==> config.mk <==
export PLATFORM = sky130hd
export DESIGN_NAME = afisaj_7seg_mux
export DESIGN_NICKNAME = d
export VERILOG_FILES = /design/src/rtl/afisaj_pkg.sv /design/src/rtl/afisaj_7seg_mux_bcd_to_7seg.sv /design/src/rtl/afisaj_7seg_mux.sv
export SDC_FILE = /design/constraint.sdc
export NUM_CORES = 1
export LEC_CHECK = 0
export ABC_AREA = 0
export BUFFER_PORTS_ARGS = -buffer_cell sky130_fd_sc_hd__buf_2
export CORE_MARGIN = 4
export CORE_UTILIZATION = 57
export CTS_CLUSTER_SIZE = 10
export DETAILED_ROUTE_END_ITERATION = 8
export GPL_ROUTABILITY_DRIVEN = 0
export PLACE_DENSITY_LB_ADDON = 0.1
export SLEW_MARGIN = 5
export SYNTH_ARGS = -nofsm -noshare
export SYNTH_HDL_FRONTEND = slang
export SYNTH_SLANG_ARGS = --single-unit
==> constraint.sdc <==
create_clock -name clk_out -period 3.2 [get_ports clk_out]
set_clock_uncertainty 0.2 [all_clocks]
set_input_delay 0.48 -clock clk_out [delete_from_list [all_inputs] [get_ports clk_out]]
set_output_delay 0.48 -clock clk_out [all_outputs]
set_load 0.02 [all_outputs]
==> src/rtl/afisaj_pkg.sv <==
// Shared constants for the stopwatch 7-segment display driver:
// segment patterns (active-low, bit order {g,f,e,d,c,b,a}), digit indices
// and bus widths. Also a helper that turns a digit index into an anode mask.
package afisaj_pkg;

   localparam int BCD_W = 4;
   localparam int SEG_W = 7;
   localparam int AN_W  = 4;

   // Active-low segment patterns, {g,f,e,d,c,b,a}
   localparam logic [SEG_W-1:0] SEG_0     = 7'h40;
   localparam logic [SEG_W-1:0] SEG_1     = 7'h79;
   localparam logic [SEG_W-1:0] SEG_2     = 7'h24;
   localparam logic [SEG_W-1:0] SEG_3     = 7'h30;
   localparam logic [SEG_W-1:0] SEG_4     = 7'h19;
   localparam logic [SEG_W-1:0] SEG_5     = 7'h12;
   localparam logic [SEG_W-1:0] SEG_6     = 7'h02;
   localparam logic [SEG_W-1:0] SEG_7     = 7'h78;
   localparam logic [SEG_W-1:0] SEG_8     = 7'h00;
   localparam logic [SEG_W-1:0] SEG_9     = 7'h10;
   localparam logic [SEG_W-1:0] SEG_DASH  = 7'h3F;
   localparam logic [SEG_W-1:0] SEG_BLANK = 7'h7F;

   // Scan order: rightmost digit first
   localparam logic [1:0] IDX_SEC0 = 2'd0;
   localparam logic [1:0] IDX_SEC1 = 2'd1;
   localparam logic [1:0] IDX_MIN0 = 2'd2;
   localparam logic [1:0] IDX_MIN1 = 2'd3;

   // Active-low anode mask selecting a single digit
   function automatic logic [AN_W-1:0] an_select(input logic [1:0] idx);
      logic [AN_W-1:0] onehot;
      onehot = 4'b0001 << idx;
      return ~onehot;
   endfunction

endpackage

==> src/rtl/afisaj_7seg_mux_bcd_to_7seg.sv <==
// Combinational BCD to active-low 7-segment decoder.
// Codes 10..15 are not valid BCD and show a dash (only segment g lit).
module bcd_to_7seg
   import afisaj_pkg::*;
(
   input  logic [BCD_W-1:0] i_bcd,
   output logic [SEG_W-1:0] o_seg
);

   // Map one nibble to its segment pattern
   always_comb begin
      o_seg = SEG_DASH;
      case (i_bcd)
         4'd0:    o_seg = SEG_0;
         4'd1:    o_seg = SEG_1;
         4'd2:    o_seg = SEG_2;
         4'd3:    o_seg = SEG_3;
         4'd4:    o_seg = SEG_4;
         4'd5:    o_seg = SEG_5;
         4'd6:    o_seg = SEG_6;
         4'd7:    o_seg = SEG_7;
         4'd8:    o_seg = SEG_8;
         4'd9:    o_seg = SEG_9;
         default: o_seg = SEG_DASH;
      endcase
   end

endmodule

==> src/rtl/afisaj_7seg_mux.sv <==
// Time-multiplexed 4-digit 7-segment driver for the stopwatch (MM:SS).
// One shared active-low segment bus, four active-low anodes, DP used as colon.
// Digits come from a snapshot taken at each frame boundary so a frame never
// mixes old and new values. While paused the display blinks frame-wise.
// Optional build macro AFISAJ_LEADING_ZERO_BLANK_EN blanks a zero tens-of-
// minutes digit (anode timing unchanged).
module afisaj_7seg_mux
   import afisaj_pkg::*;
#(
   parameter int REFRESH_DIV  = 100000,
   parameter int BLINK_FRAMES = 64
)(
   input  logic             clk_out,
   input  logic             reset,
   input  logic [BCD_W-1:0] MIN_BCD0,
   input  logic [BCD_W-1:0] MIN_BCD1,
   input  logic [BCD_W-1:0] SEC_BCD0,
   input  logic [BCD_W-1:0] SEC_BCD1,
   input  logic             pauza,
   output logic [SEG_W-1:0] SEG,
   output logic [AN_W-1:0]  AN,
   output logic             DP
);

   localparam int PW = $clog2(REFRESH_DIV);
   localparam int FW = (BLINK_FRAMES > 1) ? $clog2(BLINK_FRAMES) : 1;
   localparam logic [PW-1:0] PRESC_LAST = PW'(REFRESH_DIV - 1);
   localparam logic [FW-1:0] FRAME_LAST = FW'(BLINK_FRAMES - 1);

   logic [PW-1:0]      r_presc;
   logic [1:0]         r_idx;
   logic [4*BCD_W-1:0] r_snap;       // {MIN1, MIN0, SEC1, SEC0}
   logic               r_pauza;
   logic [FW-1:0]      r_frame;
   logic               r_blink_phase;
   logic [SEG_W-1:0]   r_seg;
   logic [AN_W-1:0]    r_an;
   logic               r_dp;

   logic               w_tick;
   logic               w_wrap;
   logic               w_dark;
   logic [BCD_W-1:0]   w_nibble;
   logic [SEG_W-1:0]   w_dec_seg;
   logic [SEG_W-1:0]   w_seg_next;

   assign w_tick = (r_presc == PRESC_LAST);
   assign w_wrap = w_tick && (r_idx == IDX_MIN1);
   assign w_dark = r_pauza && r_blink_phase;

   // Prescaler and digit scan index
   always_ff @(posedge clk_out) begin
      if (reset) begin
         r_presc <= '0;
         r_idx   <= IDX_SEC0;
      end else if (w_tick) begin
         r_presc <= '0;
         r_idx   <= r_idx + 2'd1;
      end else begin
         r_presc <= r_presc + 1'b1;
      end
   end

   // Capture all four digits together at the frame boundary
   always_ff @(posedge clk_out) begin
      if (reset) begin
         r_snap <= '0;
      end else if (w_wrap) begin
         r_snap <= {MIN_BCD1, MIN_BCD0, SEC_BCD1, SEC_BCD0};
      end
   end

   // Pause input register and frame-based blink phase; idle at phase 0 when running
   always_ff @(posedge clk_out) begin
      if (reset) begin
         r_pauza       <= 1'b0;
         r_frame       <= '0;
         r_blink_phase <= 1'b0;
      end else begin
         r_pauza <= pauza;
         if (!r_pauza) begin
            r_frame       <= '0;
            r_blink_phase <= 1'b0;
         end else if (w_wrap) begin
            if (r_frame == FRAME_LAST) begin
               r_frame       <= '0;
               r_blink_phase <= ~r_blink_phase;
            end else begin
               r_frame <= r_frame + 1'b1;
            end
         end
      end
   end

   // Select the snapshot nibble for the digit being scanned
   always_comb begin
      w_nibble = '0;
      case (r_idx)
         IDX_SEC0: w_nibble = r_snap[0*BCD_W +: BCD_W];
         IDX_SEC1: w_nibble = r_snap[1*BCD_W +: BCD_W];
         IDX_MIN0: w_nibble = r_snap[2*BCD_W +: BCD_W];
         IDX_MIN1: w_nibble = r_snap[3*BCD_W +: BCD_W];
         default:  w_nibble = '0;
      endcase
   end

   bcd_to_7seg u_dec (
      .i_bcd (w_nibble),
      .o_seg (w_dec_seg)
   );

   // Segment value for the current digit, with optional leading-zero blanking
   always_comb begin
      w_seg_next = w_dec_seg;
`ifdef AFISAJ_LEADING_ZERO_BLANK_EN
      if ((r_idx == IDX_MIN1) && (r_snap[3*BCD_W +: BCD_W] == '0)) begin
         w_seg_next = SEG_BLANK;
      end
`else
      w_seg_next = w_dec_seg;
`endif
   end

   // Registered pin drivers; blink only darkens anodes and colon
   always_ff @(posedge clk_out) begin
      if (reset) begin
         r_seg <= SEG_BLANK;
         r_an  <= '1;
         r_dp  <= 1'b1;
      end else begin
         r_seg <= w_seg_next;
         if (w_dark) begin
            r_an <= '1;
            r_dp <= 1'b1;
         end else begin
            r_an <= an_select(r_idx);
            r_dp <= (r_idx == IDX_MIN0) ? 1'b0 : 1'b1;
         end
      end
   end

   assign SEG = r_seg;
   assign AN  = r_an;
   assign DP  = r_dp;

endmodule
==> impl_metrics.toml, run 1 <==
[outcome]
status = "finished, final reports clean"

[pwr]
p_per_area_mw_per_mm2 = 421.2
ir_drop_mv = 0.2237
leakage_nw = 1.008

[critical_path]
ff2ff_path_depth = 8
required_ps = 3200
crit_type = "register to register"
end_kind = "register"
reg2reg_slack_ps = 520
critical_path.startpoint = "r_idx[1]"
timing.rr.end = "SEG[3]"
cp_max_fo = 14
r2r-start = "r_idx[1]"
arrival_ps = 2680
cp-start-kind = "register"
endpoint = "SEG[3]"

[logic_synthesis]
syn_area_per_cell_um2 = 8.659
synth_compound_area_share_pct = 16.64
synth_cell_types = 45
netlist_instances = 290
yosysSeqAreaShare_pct = 43.05
syn_nets = 319
syn-cell-area_mm2 = 0.002511
muxShareOfSynthArea_pct = 2.043
yosysTopAreaCell = "dfxtp_1"
synthAdderAreaFrac_pct = 4.983
yosys.area_share.xor_xnor_pct = 4.534
synth-simple-area-share_pct = 23.12
yosys_warnings = 0
synth_seq_cells = 54
synth_top_family_by_area = "simple AND/OR/NAND/NOR gates"
synth.top_cell.area_share_pct = 43.05
synth_area_leaders = "dfxtp_1, nand4_1, a21oi_1, o21ai_0, ha_1"

[place]
portBuffers = 30
dpl-instance-area_mm2 = 0.002684
place_ws_ps = 541.8
placed_cells = 356
hpwlAfterDp_mm = 3.880

[timing]
tightest_slew_ps = 767.1
fin_ws_ps = 522.7
fin_crit_sh_pct = 83.67
finalSetupTns_ps = 0
slew_headroom_pct = 47.40
fmax_ghz = 0.3735
drv_slew = 0
setup_viol = 0
rsz0062_at_grt = "no"
hold_violations = 0
post-route-min-period_ps = 2677

[drt]
dr.pass1.iters = 4
drc_errors = 0
vias = 2206
wl_per_cell_um = 15.37
drtAntennaViolNets = 0
via_per_inst = 6.060
drt-total-wl_mm = 5.595
first_iter_violations = 191

[floorplanning]
die_x_um = 74.38
io_pins = 31
core_mm2 = 0.004115
die_area_mm2 = 0.005532
start_util_pct = 61.02
die_y_um = 74.38
placementRows = 23

[grt]
track_usage_pct = 21.85
grt_overflow = 0
antenna_found_initial = 0
grt_max_degree = 28
grt_pass1_wl_mm = 9.508
grt_pass1_vias = 2039

[job]
drv_cap = 0

[final_layout]
mostFrequentLayoutCells = "dfxtp_1, buf_2, a21oi_1"
final_common_cell = "dfxtp_1"
nets = 342
fin_area_mm2 = 0.002793
fin_cells = 364
antenna-diode-count = 0
syn_to_final_growth_pct = 11.21
drive_gt1_share_pct = 15.29
utilization_pct = 67.86

[min_path]
hold_path_class = "input port to register"

[clock_network]
cts_resized = 0
cts_root_buf = "clkbuf_8"
cts.sinks = 54
ctsHtreeMaxLevel = 2
cts_buffers = 5
cts_max_path_buffers = 2
cts.reportedPaths.clkPinSlew_ps = 90
clk-insertion-delay-late_ps = 300
cts_hold_buf = 0
cts_tree = "done"
post_cts_buffers = 0
cell usage after synthesis (all sizes together):
cell     n
a21o     1
nor2b    2
o31ai    3
or2      1
and2     1
and4     1
nand4   25
nor2    18
nor3b    2
nand3   14
nand3b   1
and3     4
or3b     1
a211oi   2
nor4     3
nor4b    2
xnor2   10
a41oi    1
buf      4
and4bb   1
nand2   11
xor2     3
a221o    1
mux2     1
o21ai   27
mux2i    4
a31oi    1
nor3     6
o41ai    2
a222oi   4
ha      10
dfxtp   54
nand4b   1
a21oi   29
or4b     1
or4      4
o211a    1
clkbuf  15
nand2b   1
inv     17
stage by stage:
stage                     power, mW  hold WS [ps]
after floorplan              0.7251         241.4
after global placement       0.7458         258.1
after detailed placement     0.7472         266.3
after CTS                     1.185         179.6
after global routing          1.223         183.2
final                         1.176         179.2
worst max-delay path: stages, from the launching register on:
cell,delay [ps]
dfxtp_1,400
ha_1,490
a222oi_1,140
mux2i_1,610
inv_1,110
ha_1,330
inv_1,40
o21ai_0,160
nand3_1,90
state kept, by name (all words and copies together) (netlist names):
signal and cells:
r_pauza 1, r_frame 6, AN 3, r_presc 17, SEG 7, r_snap 16
DP 1, r_idx 2, r_blink_phase 1
report_power, final:
| part | total [mW] | switching, mW | internal, mW |
|---|---|---|---|
| registers | 0.686 | 0.00556 | 0.680 |
| logic | 0.0456 | 0.0279 | 0.0177 |
| clock network | 0.445 | 0.215 | 0.230 |
cell families (layout without fill, tap and decap cells):
| family | Yosys count | in the layout |
|---|---|---|
| simple gates | 100 | 100 |
| compound gates | 72 | 72 |
| flops | 54 | 54 |
| buf+inv | 36 | 60 |
| xor+xnor | 13 | 13 |
| fa+ha+maj | 10 | 10 |
| mux | 5 | 5 |
how the worst min path moves through the flow:
stage / start / to / slack [ps] / cells after the start
after global routing: pauza / r_pauza / 180 / 2
after CTS: pauza / r_pauza / 180 / 2
after detailed placement: r_snap[6] / r_snap[6] / 270 / 2
after floorplan: r_presc[0] / r_presc[0] / 240 / 1
after global placement: r_presc[0] / r_presc[0] / 260 / 1
final: pauza / r_pauza / 180 / 2
layout make-up:
| class | count | area, um2 |
|---|---|---|
| Clock buffer | 5 | 68.82 |
| Clock inverter | 3 | 40.04 |
| Fill cell | 354 | 1323 |
| Inverter | 17 | 63.81 |
| Multi-Input combinational cell | 200 | 1289 |
| Sequential cell | 54 | 1081 |
| Tap cell | 50 | 62.56 |
| Timing Repair Buffer | 35 | 187.7 |
metal layers:
layer  share of wire, %  vias up  global-route usage, %
met5                  0        -                      0
met1                 47     1031                  30.07
li1                   -     1104                      -
met2                 46       62                  34.44
met3                5.5        9                  4.189
met4                1.7        0                  7.312
No activity file was read; power rests on OpenSTA's default activity.
==> run 2: changes to the inputs <==
--- a/config.mk
+++ b/config.mk
@@ -8,7 +8,7 @@
 export ABC_AREA = 0
 export BUFFER_PORTS_ARGS = -buffer_cell sky130_fd_sc_hd__buf_2
 export CORE_MARGIN = 4
-export CORE_UTILIZATION = 57
+export CORE_UTILIZATION = 52
 export CTS_CLUSTER_SIZE = 10
 export DETAILED_ROUTE_END_ITERATION = 8
 export GPL_ROUTABILITY_DRIVEN = 0
==> constraint.sdc (replaced) <==
create_clock -name clk_out -period 2.4 [get_ports clk_out]
set_clock_uncertainty 0.2 [all_clocks]
set_input_delay 0.36 -clock clk_out [delete_from_list [all_inputs] [get_ports clk_out]]
set_output_delay 0.36 -clock clk_out [all_outputs]
set_load 0.02 [all_outputs]
==> run 2 against run 1 <==
  * Worst hold slack got worse by 120 ps
  * Combinational power increased by 35%
  * Global-route usage decreased by 2.9 points
  * Final area increased by 2.1%
  * Routed wire length decreased by 2.1%
  * Largest cell class unchanged
==> impl_metrics.toml, run 2 (synthesis gave the netlist of run 1 again) <==
[timing]
finalSetupTns_ps = 0
slew_headroom_pct = 65.61
fin_hold_ws_ps = 63.57
fmax_ghz = 0.4392
post-route-min-period_ps = 2277
fin_ws_ps = 123.3
tightest_slew_ps = 515.9
setup_viol = 0
drv_slew = 0
hold_violations = 0
rsz0062_at_grt = "no"
fin_crit_sh_pct = 94.86

[pwr]
leakage_nw = 1.042
power_switching_mw = 0.3400
total_power_mw = 1.478
p_per_area_mw_per_mm2 = 518.4
p_comb_share_pct = 4.2
p_sw_share_pct = 23.01
ir_drop_mv = 0.4131
power_frac_clock_pct = 34.0
seq_power_share_pct = 61.8
p_int_mw = 1.138

[drt]
first_iter_violations = 111
vias = 2232
wl_per_cell_um = 14.53
dr.pass1.iters = 5
drtAntennaViolNets = 0
drc_errors = 0
via_per_inst = 5.920
drt-total-wl_mm = 5.478

[final_layout]
antenna-diode-count = 0
nets = 351
largest_reg_flops = 17
fin_cells = 377
mostFrequentLayoutCells = "dfxtp_1, buf_2, a21oi_1"
regMostFlops = "r_presc"
utilization_pct = 60.75
syn_to_final_growth_pct = 13.50
fin_area_mm2 = 0.002850
final_common_cell = "dfxtp_1"
drive_gt1_share_pct = 18.58

[clock_network]
clk-insertion-delay-late_ps = 310
cts_root_buf = "clkbuf_8"
cts_max_path_buffers = 2
post_cts_buffers = 0
ctsHtreeMaxLevel = 2
cts.sinks = 54
cts_tree = "done"
cts_buffers = 5
cts.reportedPaths.clkPinSlew_ps = 100

[critical_path]
end_kind = "register"
cp_max_fo = 10
arrival_ps = 2280
crit_type = "register to register"
cp_slowest_cell = "dfxtp_2"
worstPathCellList = "inv_1 > ha_1 > a222oi_1 > mux2i_1 > buf_4 > or2_2 > a221o_1"
max_stage_delay_ps = 360
cp-start-kind = "register"
required_ps = 2400

[grt]
grt_pass1_vias = 2023
grt_pass1_wl_mm = 9.266
track_usage_pct = 18.94
grt_overflow = 0
antenna_found_initial = 0
grt_max_degree = 28

[floorplanning]
core_mm2 = 0.004692
die_area_mm2 = 0.006005
start_util_pct = 53.52
io_pins = 31
die_x_um = 77.49
placementRows = 25
die_y_um = 77.49

[place]
dpl-instance-area_mm2 = 0.002756
hpwlAfterDp_mm = 3.821
portBuffers = 30
placed_cells = 369
place_ws_ps = 56.24

[min_path]
hold_path_class = "input port to register"

[job]
drv_cap = 0

[outcome]
status = "finished, final reports clean"
[run 2: layer usage]
layer	wire length, um	track usage, %	share of wire, %	up-vias
li1	-	-	-	1119
met1	2412	22.79	44	1034
met2	2676	32.38	49	68
met3	278	4.408	5.1	11
met4	110	7.829	2.0	0
met5	0	0	0	-
[run 2: what timing repair did]
action | CTS | global route
hold buffers | 0 | 0
gates resized for setup | 0 | 4
endpoints found under the setup margin | 0 | 3
[run 2: final cells by class]
class,instances,area [um2]
tap,54,67.56
clock buffer,6,72.57
timing repair buffer,44,255.2
sequential,54,1084
fill,404,1842
inverter,17,63.81
clock inverter,2,13.76
multi-input combinational,200,1294
[run 2: critical path: cells and delay by family (launching register included)]
kind	cells	cell delay (ps)
AO/OA/AOI/OAI	2	670
multiplexers	1	120
adder cells (fa/ha/maj)	1	240
buffers and inverters	2	260
AND/OR/NAND/NOR	1	310
flip-flops	1	360
[run 2: final timing paths]
path	startpoint	end	slack (ps)	cells past startpoint
max	r_idx[1]	SEG[2]	120	7
min	pauza	r_pauza	60	2
max reg2reg	r_idx[1]	SEG[2]	120	7
min reg2reg	r_snap[0]	r_snap[0]	280	2
[run 2: power groups by stage]
stage               sequential [mW]  clock (mW)  combinational (mW)
floorplan                     0.942           0              0.0248
global placement              0.934           0              0.0615
detailed placement            0.935           0              0.0619
CTS                           0.914       0.518              0.0621
global route                  0.916       0.557              0.0678
finish                        0.913       0.503              0.0614
